### src/rtl/mc_core.sv
// mc_core: multi-cycle RV32I-subset core sharing one memory port for instructions and data.
// Instructions step through FETCH/DECODE/EXEC/[MEM]/WB; faults and EBREAK/ECALL park in HALT.
module mc_core #(
  parameter logic [31:0] RESET_PC = 32'h0000_0000,
  parameter int          NREGS    = 32
) (
  input  logic        clk,
  input  logic        rst,
  output logic        mem_req,
  output logic        mem_we,
  output logic [31:0] mem_addr,
  output logic [31:0] mem_wdata,
  input  logic [31:0] mem_rdata,
  input  logic        mem_ready,
  output logic [31:0] pc_out,
  output logic        retire,
  output logic        halted
);
  localparam int RW = $clog2(NREGS);

  typedef enum logic [2:0] {S_FETCH, S_DECODE, S_EXEC, S_MEM, S_WB, S_HALT} state_t;
  typedef enum logic [3:0] {
    OP_ADD, OP_SUB, OP_AND, OP_OR, OP_XOR, OP_SLT, OP_ADDI, OP_LW, OP_SW,
    OP_BEQ, OP_BNE, OP_JAL, OP_LUI, OP_SYS, OP_ILL
  } op_t;

  state_t      r_state;
  op_t         r_op;
  logic [31:0] r_pc, r_ir, r_a, r_b, r_imm, r_aluout, r_mdr, r_target;
  logic        r_taken;
  logic [31:0] r_regs [NREGS];

  logic [4:0]  w_rd, w_rs1, w_rs2;
  logic [2:0]  w_f3;
  logic [6:0]  w_f7, w_opc;
  op_t         w_op;
  logic [31:0] w_imm, w_alu, w_target, w_rf_wdata;
  logic        w_use_rd, w_use_rs1, w_use_rs2, w_badreg, w_dec_halt;
  logic        w_taken, w_misalign, w_is_ls, w_rf_we;

  assign w_opc = r_ir[6:0];
  assign w_rd  = r_ir[11:7];
  assign w_f3  = r_ir[14:12];
  assign w_rs1 = r_ir[19:15];
  assign w_rs2 = r_ir[24:20];
  assign w_f7  = r_ir[31:25];

  function automatic logic [31:0] f_read(input logic [4:0] idx);
    return (idx == 5'd0) ? '0 : r_regs[idx[RW-1:0]];
  endfunction

  always_comb begin
    w_op      = OP_ILL;
    w_imm     = '0;
    w_use_rd  = 1'b0;
    w_use_rs1 = 1'b0;
    w_use_rs2 = 1'b0;
    case (w_opc)
      7'b0110011: begin
        {w_use_rd, w_use_rs1, w_use_rs2} = 3'b111;
        case ({w_f7, w_f3})
          {7'h00, 3'b000}: w_op = OP_ADD;
          {7'h20, 3'b000}: w_op = OP_SUB;
          {7'h00, 3'b111}: w_op = OP_AND;
          {7'h00, 3'b110}: w_op = OP_OR;
          {7'h00, 3'b100}: w_op = OP_XOR;
          {7'h00, 3'b010}: w_op = OP_SLT;
          default:         w_op = OP_ILL;
        endcase
      end
      7'b0010011, 7'b0000011: begin
        {w_use_rd, w_use_rs1} = 2'b11;
        w_imm = {{20{r_ir[31]}}, r_ir[31:20]};
        if (w_opc == 7'b0010011 && w_f3 == 3'b000) w_op = OP_ADDI;
        if (w_opc == 7'b0000011 && w_f3 == 3'b010) w_op = OP_LW;
      end
      7'b0100011: begin
        {w_use_rs1, w_use_rs2} = 2'b11;
        w_imm = {{20{r_ir[31]}}, r_ir[31:25], r_ir[11:7]};
        if (w_f3 == 3'b010) w_op = OP_SW;
      end
      7'b1100011: begin
        {w_use_rs1, w_use_rs2} = 2'b11;
        w_imm = {{19{r_ir[31]}}, r_ir[31], r_ir[7], r_ir[30:25], r_ir[11:8], 1'b0};
        if (w_f3 == 3'b000) w_op = OP_BEQ;
        if (w_f3 == 3'b001) w_op = OP_BNE;
      end
      7'b1101111: begin
        w_use_rd = 1'b1;
        w_imm = {{11{r_ir[31]}}, r_ir[31], r_ir[19:12], r_ir[20], r_ir[30:21], 1'b0};
        w_op = OP_JAL;
      end
      7'b0110111: begin
        w_use_rd = 1'b1;
        w_imm = {r_ir[31:12], 12'b0};
        w_op = OP_LUI;
      end
      7'b1110011: begin
        if (r_ir == 32'h0000_0073 || r_ir == 32'h0010_0073) w_op = OP_SYS;
      end
      default: w_op = OP_ILL;
    endcase
  end

  // Only fields the instruction actually uses are range-checked against NREGS.
  assign w_badreg = (w_use_rd  && (32'(w_rd)  >= 32'(NREGS))) ||
                    (w_use_rs1 && (32'(w_rs1) >= 32'(NREGS))) ||
                    (w_use_rs2 && (32'(w_rs2) >= 32'(NREGS)));
  assign w_dec_halt = (w_op == OP_ILL) || (w_op == OP_SYS) || w_badreg;

  always_comb begin
    w_alu = '0;
    case (r_op)
      OP_ADD:                   w_alu = r_a + r_b;
      OP_SUB:                   w_alu = r_a - r_b;
      OP_AND:                   w_alu = r_a & r_b;
      OP_OR:                    w_alu = r_a | r_b;
      OP_XOR:                   w_alu = r_a ^ r_b;
      OP_SLT:                   w_alu = {31'b0, ($signed(r_a) < $signed(r_b))};
      OP_ADDI, OP_LW, OP_SW:    w_alu = r_a + r_imm;
      OP_JAL:                   w_alu = r_pc + 32'd4;
      OP_LUI:                   w_alu = r_imm;
      default:                  w_alu = '0;
    endcase
  end

  assign w_target   = r_pc + r_imm;
  assign w_taken    = (r_op == OP_JAL) || (r_op == OP_BEQ && r_a == r_b) ||
                      (r_op == OP_BNE && r_a != r_b);
  assign w_is_ls    = (r_op == OP_LW) || (r_op == OP_SW);
  assign w_misalign = (w_is_ls && w_alu[1:0] != 2'b00) ||
                      (w_taken && w_target[1:0] != 2'b00);

  assign w_rf_wdata = (r_op == OP_LW) ? r_mdr : r_aluout;
  assign w_rf_we    = (r_state == S_WB) && (w_rd != 5'd0) &&
                      !(r_op inside {OP_SW, OP_BEQ, OP_BNE});

  always_ff @(posedge clk) begin
    if (!rst && w_rf_we) r_regs[w_rd[RW-1:0]] <= w_rf_wdata;
  end

  always_ff @(posedge clk) begin
    if (rst) begin
      r_state  <= S_FETCH;
      r_pc     <= RESET_PC;
      r_ir     <= '0;
      r_a      <= '0;
      r_b      <= '0;
      r_imm    <= '0;
      r_aluout <= '0;
      r_mdr    <= '0;
      r_target <= '0;
      r_taken  <= 1'b0;
      r_op     <= OP_ILL;
    end else begin
      case (r_state)
        S_FETCH: if (mem_ready) begin
          r_ir    <= mem_rdata;
          r_state <= S_DECODE;
        end
        S_DECODE: begin
          r_a     <= f_read(w_rs1);
          r_b     <= f_read(w_rs2);
          r_imm   <= w_imm;
          r_op    <= w_op;
          r_state <= w_dec_halt ? S_HALT : S_EXEC;
        end
        S_EXEC: begin
          r_aluout <= w_alu;
          r_target <= w_target;
          r_taken  <= w_taken;
          if (w_misalign)   r_state <= S_HALT;
          else if (w_is_ls) r_state <= S_MEM;
          else              r_state <= S_WB;
        end
        S_MEM: if (mem_ready) begin
          if (r_op == OP_LW) r_mdr <= mem_rdata;
          r_state <= S_WB;
        end
        S_WB: begin
          r_pc    <= r_taken ? r_target : r_pc + 32'd4;
          r_state <= S_FETCH;
        end
        default: r_state <= S_HALT;
      endcase
    end
  end

  // Requests are masked while rst is high so an abandoned access never lingers.
  assign mem_req   = !rst && (r_state == S_FETCH || r_state == S_MEM);
  assign mem_we    = mem_req && (r_state == S_MEM) && (r_op == OP_SW);
  assign mem_addr  = (r_state == S_MEM) ? r_aluout : r_pc;
  assign mem_wdata = r_b;
  assign pc_out    = r_pc;
  assign retire    = (r_state == S_WB);
  assign halted    = (r_state == S_HALT);
endmodule

### config.mk
export PLATFORM = sky130hd
export DESIGN_NAME = mc_core
export DESIGN_NICKNAME = d
export VERILOG_FILES = /design/src/rtl/mc_core.sv
export SDC_FILE = /design/constraint.sdc
export NUM_CORES = 2
export LEC_CHECK = 0
export BUFFER_PORTS_ARGS = -buffer_cell sky130_fd_sc_hd__buf_4
export CORE_ASPECT_RATIO = 0.7
export CORE_MARGIN = 1.5
export CORE_UTILIZATION = 57
export CTS_CLUSTER_SIZE = 24
export DETAILED_ROUTE_END_ITERATION = 6
export PLACE_DENSITY_LB_ADDON = 0.05
export SYNTH_ARGS = -nofsm -noshare
export SYNTH_HDL_FRONTEND = slang
export SYNTH_SLANG_ARGS = --single-unit
### constraint.sdc
create_clock -name clk -period 3.7 [get_ports clk]
set_input_delay 0.555 -clock clk [delete_from_list [all_inputs] [get_ports clk]]
set_output_delay 0.555 -clock clk [all_outputs]
set_load 0.1 [all_outputs]
==> impl_metrics.ini <==
[run_status]
status = finished with violations
violations = design-rule violations, negative setup slack

[timing]
rsz0062_at_grt = yes
max_slew.worst_pin.slew_ps = 1151
hold_slack_ps = 48.04
hold_viol = 0
relSlewSlack_pct = 23.24
period_share_pct = 104.0
period_needed_ps = 3847
drv_slew = 0
skew_ps = 55.68
setup_viol = 15
max_freq_ghz = 0.2600
setup_slack_ps = -146.7

[detailed_routing]
drt-wirelength-per-cell_um = 34.48
drt-pass1-iter-count = 7
vias_per_cell = 6.976
wirelength_um = 225400
ant_nets = 0
dr_total_vias = 45600
drtIter0Drc = 7434
drc = 3

[synthesis]
synth_edf_count = 1024
synthArstFlopShare_pct = 0
syn_area_um2 = 66010
synth.avg_cell_area_um2 = 14.53
synth_cells = 4543
ys_seq_elements = 1298
ys_seq_area_share_pct = 54.89
yosys_most_used_dff = edfxtp_1
synth_warnings = 0
ys_types = 88

[power]
p_total_w = 0.03557
powerDensity_nw_per_um2 = 465.3
ir_drop_mv = 0.4004
leakagePower_nw = 25.96

[die]
core_area_um2 = 114900
start_util_pct = 57.45
io_pins = 135
die_y_um = 287.7
die_w_um = 409.8
die_area_um2 = 117900
num_rows = 104

[worst_setup_path]
cp.required_ps = 4300
path_max_fanout = 8
path_class = flop to flop
endpoint_kind = flop
rrSetupSlack_ps = -150
cp.arrival_ps = 4440
worst_setup_path_start_kind = flop

[grt]
grt_pass1_wl_um = 318400
grt_pass1_vias = 42940
grt_max_degree = 145
antenna_found_initial = 8
grt_remaining_overflow = 0
track_usage_pct = 38.38

[cts]
clock-sinks = 1298
cts_root_buf = clkbuf_16
worstSkewPairLatency_ps = 770
tritoncts = yes
htree_levels = 3
cts_made_buffers = 121
path_clk_slew_ps = 70
clk_path_buf_depth = 3
holdBufCountCts = 0

[placement]
place.gp.congestion = 1.023
place_hpwl_um = 153700
postPlaceCellArea_um2 = 71700
port_buffers = 134

[cells_and_area]
area_delta_synth_final_pct = 15.79
layout-drive-gt1-share_pct = 30.91
fin_nets = 5095
mostFrequentLayoutCells = 1024 x edfxtp_1, 640 x mux4_2, 442 x buf_4, 354 x nor2_1, 345 x nand2_1
final_common_cell = edfxtp_1
n_fill_cell = 8059
fin_area_um2 = 76440

[hold_path]
hold_class = primary input to flop

[job]
cap_violations = 0
==> final cells by class <==
cell class                 count  area [µm²]  share of cell area [%]
timing repair buffer         518        4817                   6.302
antenna                        2       5.005                0.006548
sequential                  1298       36270                   47.45
inverter                     116       435.4                  0.5696
multi-input combinational   2843       28800                   37.68
clock inverter                74       992.2                   1.298
clock buffer                 149        3193                   4.177
tap                         1537        1923                   2.516
==> worst max-delay path: stages, from the launching register on <==
cell       delay (ps)
dfxtp_2           320
nand2b_4          130
or3_4             350
o21ai_4            90
buf_12            170
buf_12            110
buf_12            130
o21ai_2            60
ha_1              310
nand4_1           140
or3_4             430
o21bai_4          220
o2111ai_4         140
a311oi_2          350
buf_4             190
o22a_4            170
xnor2_2            70
a221oi_2          210
a211oi_1           70
==> flip-flops by register name, summed over array words and instances (netlist names), 32 cells and up, named ones only <==
signal,cells
mem_wdata,32
pc_out,32
r_a,32
r_aluout,32
r_imm,32
r_ir,32
r_mdr,32
r_regs,1024
r_target,32
==> through the flow <==
stage | util [%] | cells | setup slack, ps | setup TNS [ps]
floorplan | - | 4574 | -23.60 | -28.51
global placement | 62.40 | 6294 | -313.6 | -2693
detailed placement | 62.40 | 6294 | -349.2 | -2888
CTS | 66.42 | 6532 | -94.51 | -437.4
global route | 66.52 | 6535 | -285.3 | -3175
finish | 66.53 | 6537 | -146.7 | -1306
==> Yosys cell counts, types with 69 or more instances <==
cell | count | area [µm²]
mux2i_1 | 78 | 780.8
a21oi_1 | 339 | 1697
nand2_1 | 349 | 1310
buf_2 | 69 | 345.3
ha_1 | 159 | 1989
dfxtp_1 | 274 | 5485
o21ai_0 | 120 | 600.6
inv_1 | 116 | 435.4
clkbuf_1 | 214 | 803.3
nor2_1 | 383 | 1438
mux4_2 | 640 | 14410
edfxtp_1 | 1024 | 30750
==> routing by layer <==
metal / track usage, % / vias up / routed length, µm
met5: 1.363 / - / 260
met4: 9.722 / 6 / 6079
li1: - / 18710 / -
met2: 51.57 / 3175 / 92640
met3: 15.21 / 326 / 34140
met1: 58.05 / 23390 / 92290
==> path summary, 6_finish.rpt <==
kind	start	to	cells after the start
worst min register to register	r_target[12]$_SDFFE_PP0P_	r_target[12]$_SDFFE_PP0P_	2
worst max register to register	r_op[2]$_SDFFE_PP1N_	r_aluout[27]$_SDFFE_PP0P_	18
worst min-delay path	mem_rdata[6]	r_mdr[6]$_SDFFE_PP0P_	3
worst max-delay path	r_op[2]$_SDFFE_PP1N_	r_aluout[27]$_SDFFE_PP0P_	18
==> where the power goes <==
part | leakage [nW] | total (W) | internal (W) | switching [W]
logic | 11.9 | 0.00627 | 0.00260 | 0.00367
registers | 12.0 | 0.0160 | 0.0157 | 0.000324
clock network | 2.04 | 0.0133 | 0.00761 | 0.00572
total | 26.0 | 0.0356 | 0.0259 | 0.00971
==> cell families after synthesis <==
kind of cell / count (synthesis) / share of synthesized area [%]
DFF: 1298 / 54.89
buffers and inverters: 433 / 2.610
other: 1 / 0.005681
muxes: 782 / 24.11
AOI/OAI and AO/OA: 788 / 7.532
xor gates and xnor gates: 99 / 1.313
and+or+nand+nor: 980 / 6.435
adders and majority gates: 162 / 3.105
==> repair_timing <==
| item | 4_1_cts | 5_1_grt |
|---|---|---|
| pin swaps | 30 | 30 |
| gates resized for setup | 69 | 29 |
| setup buffers | 14 | 5 |
| gates cloned | 2 | 0 |
| setup endpoints to repair | 20 | 23 |
(Power assumes the default switching activity.)
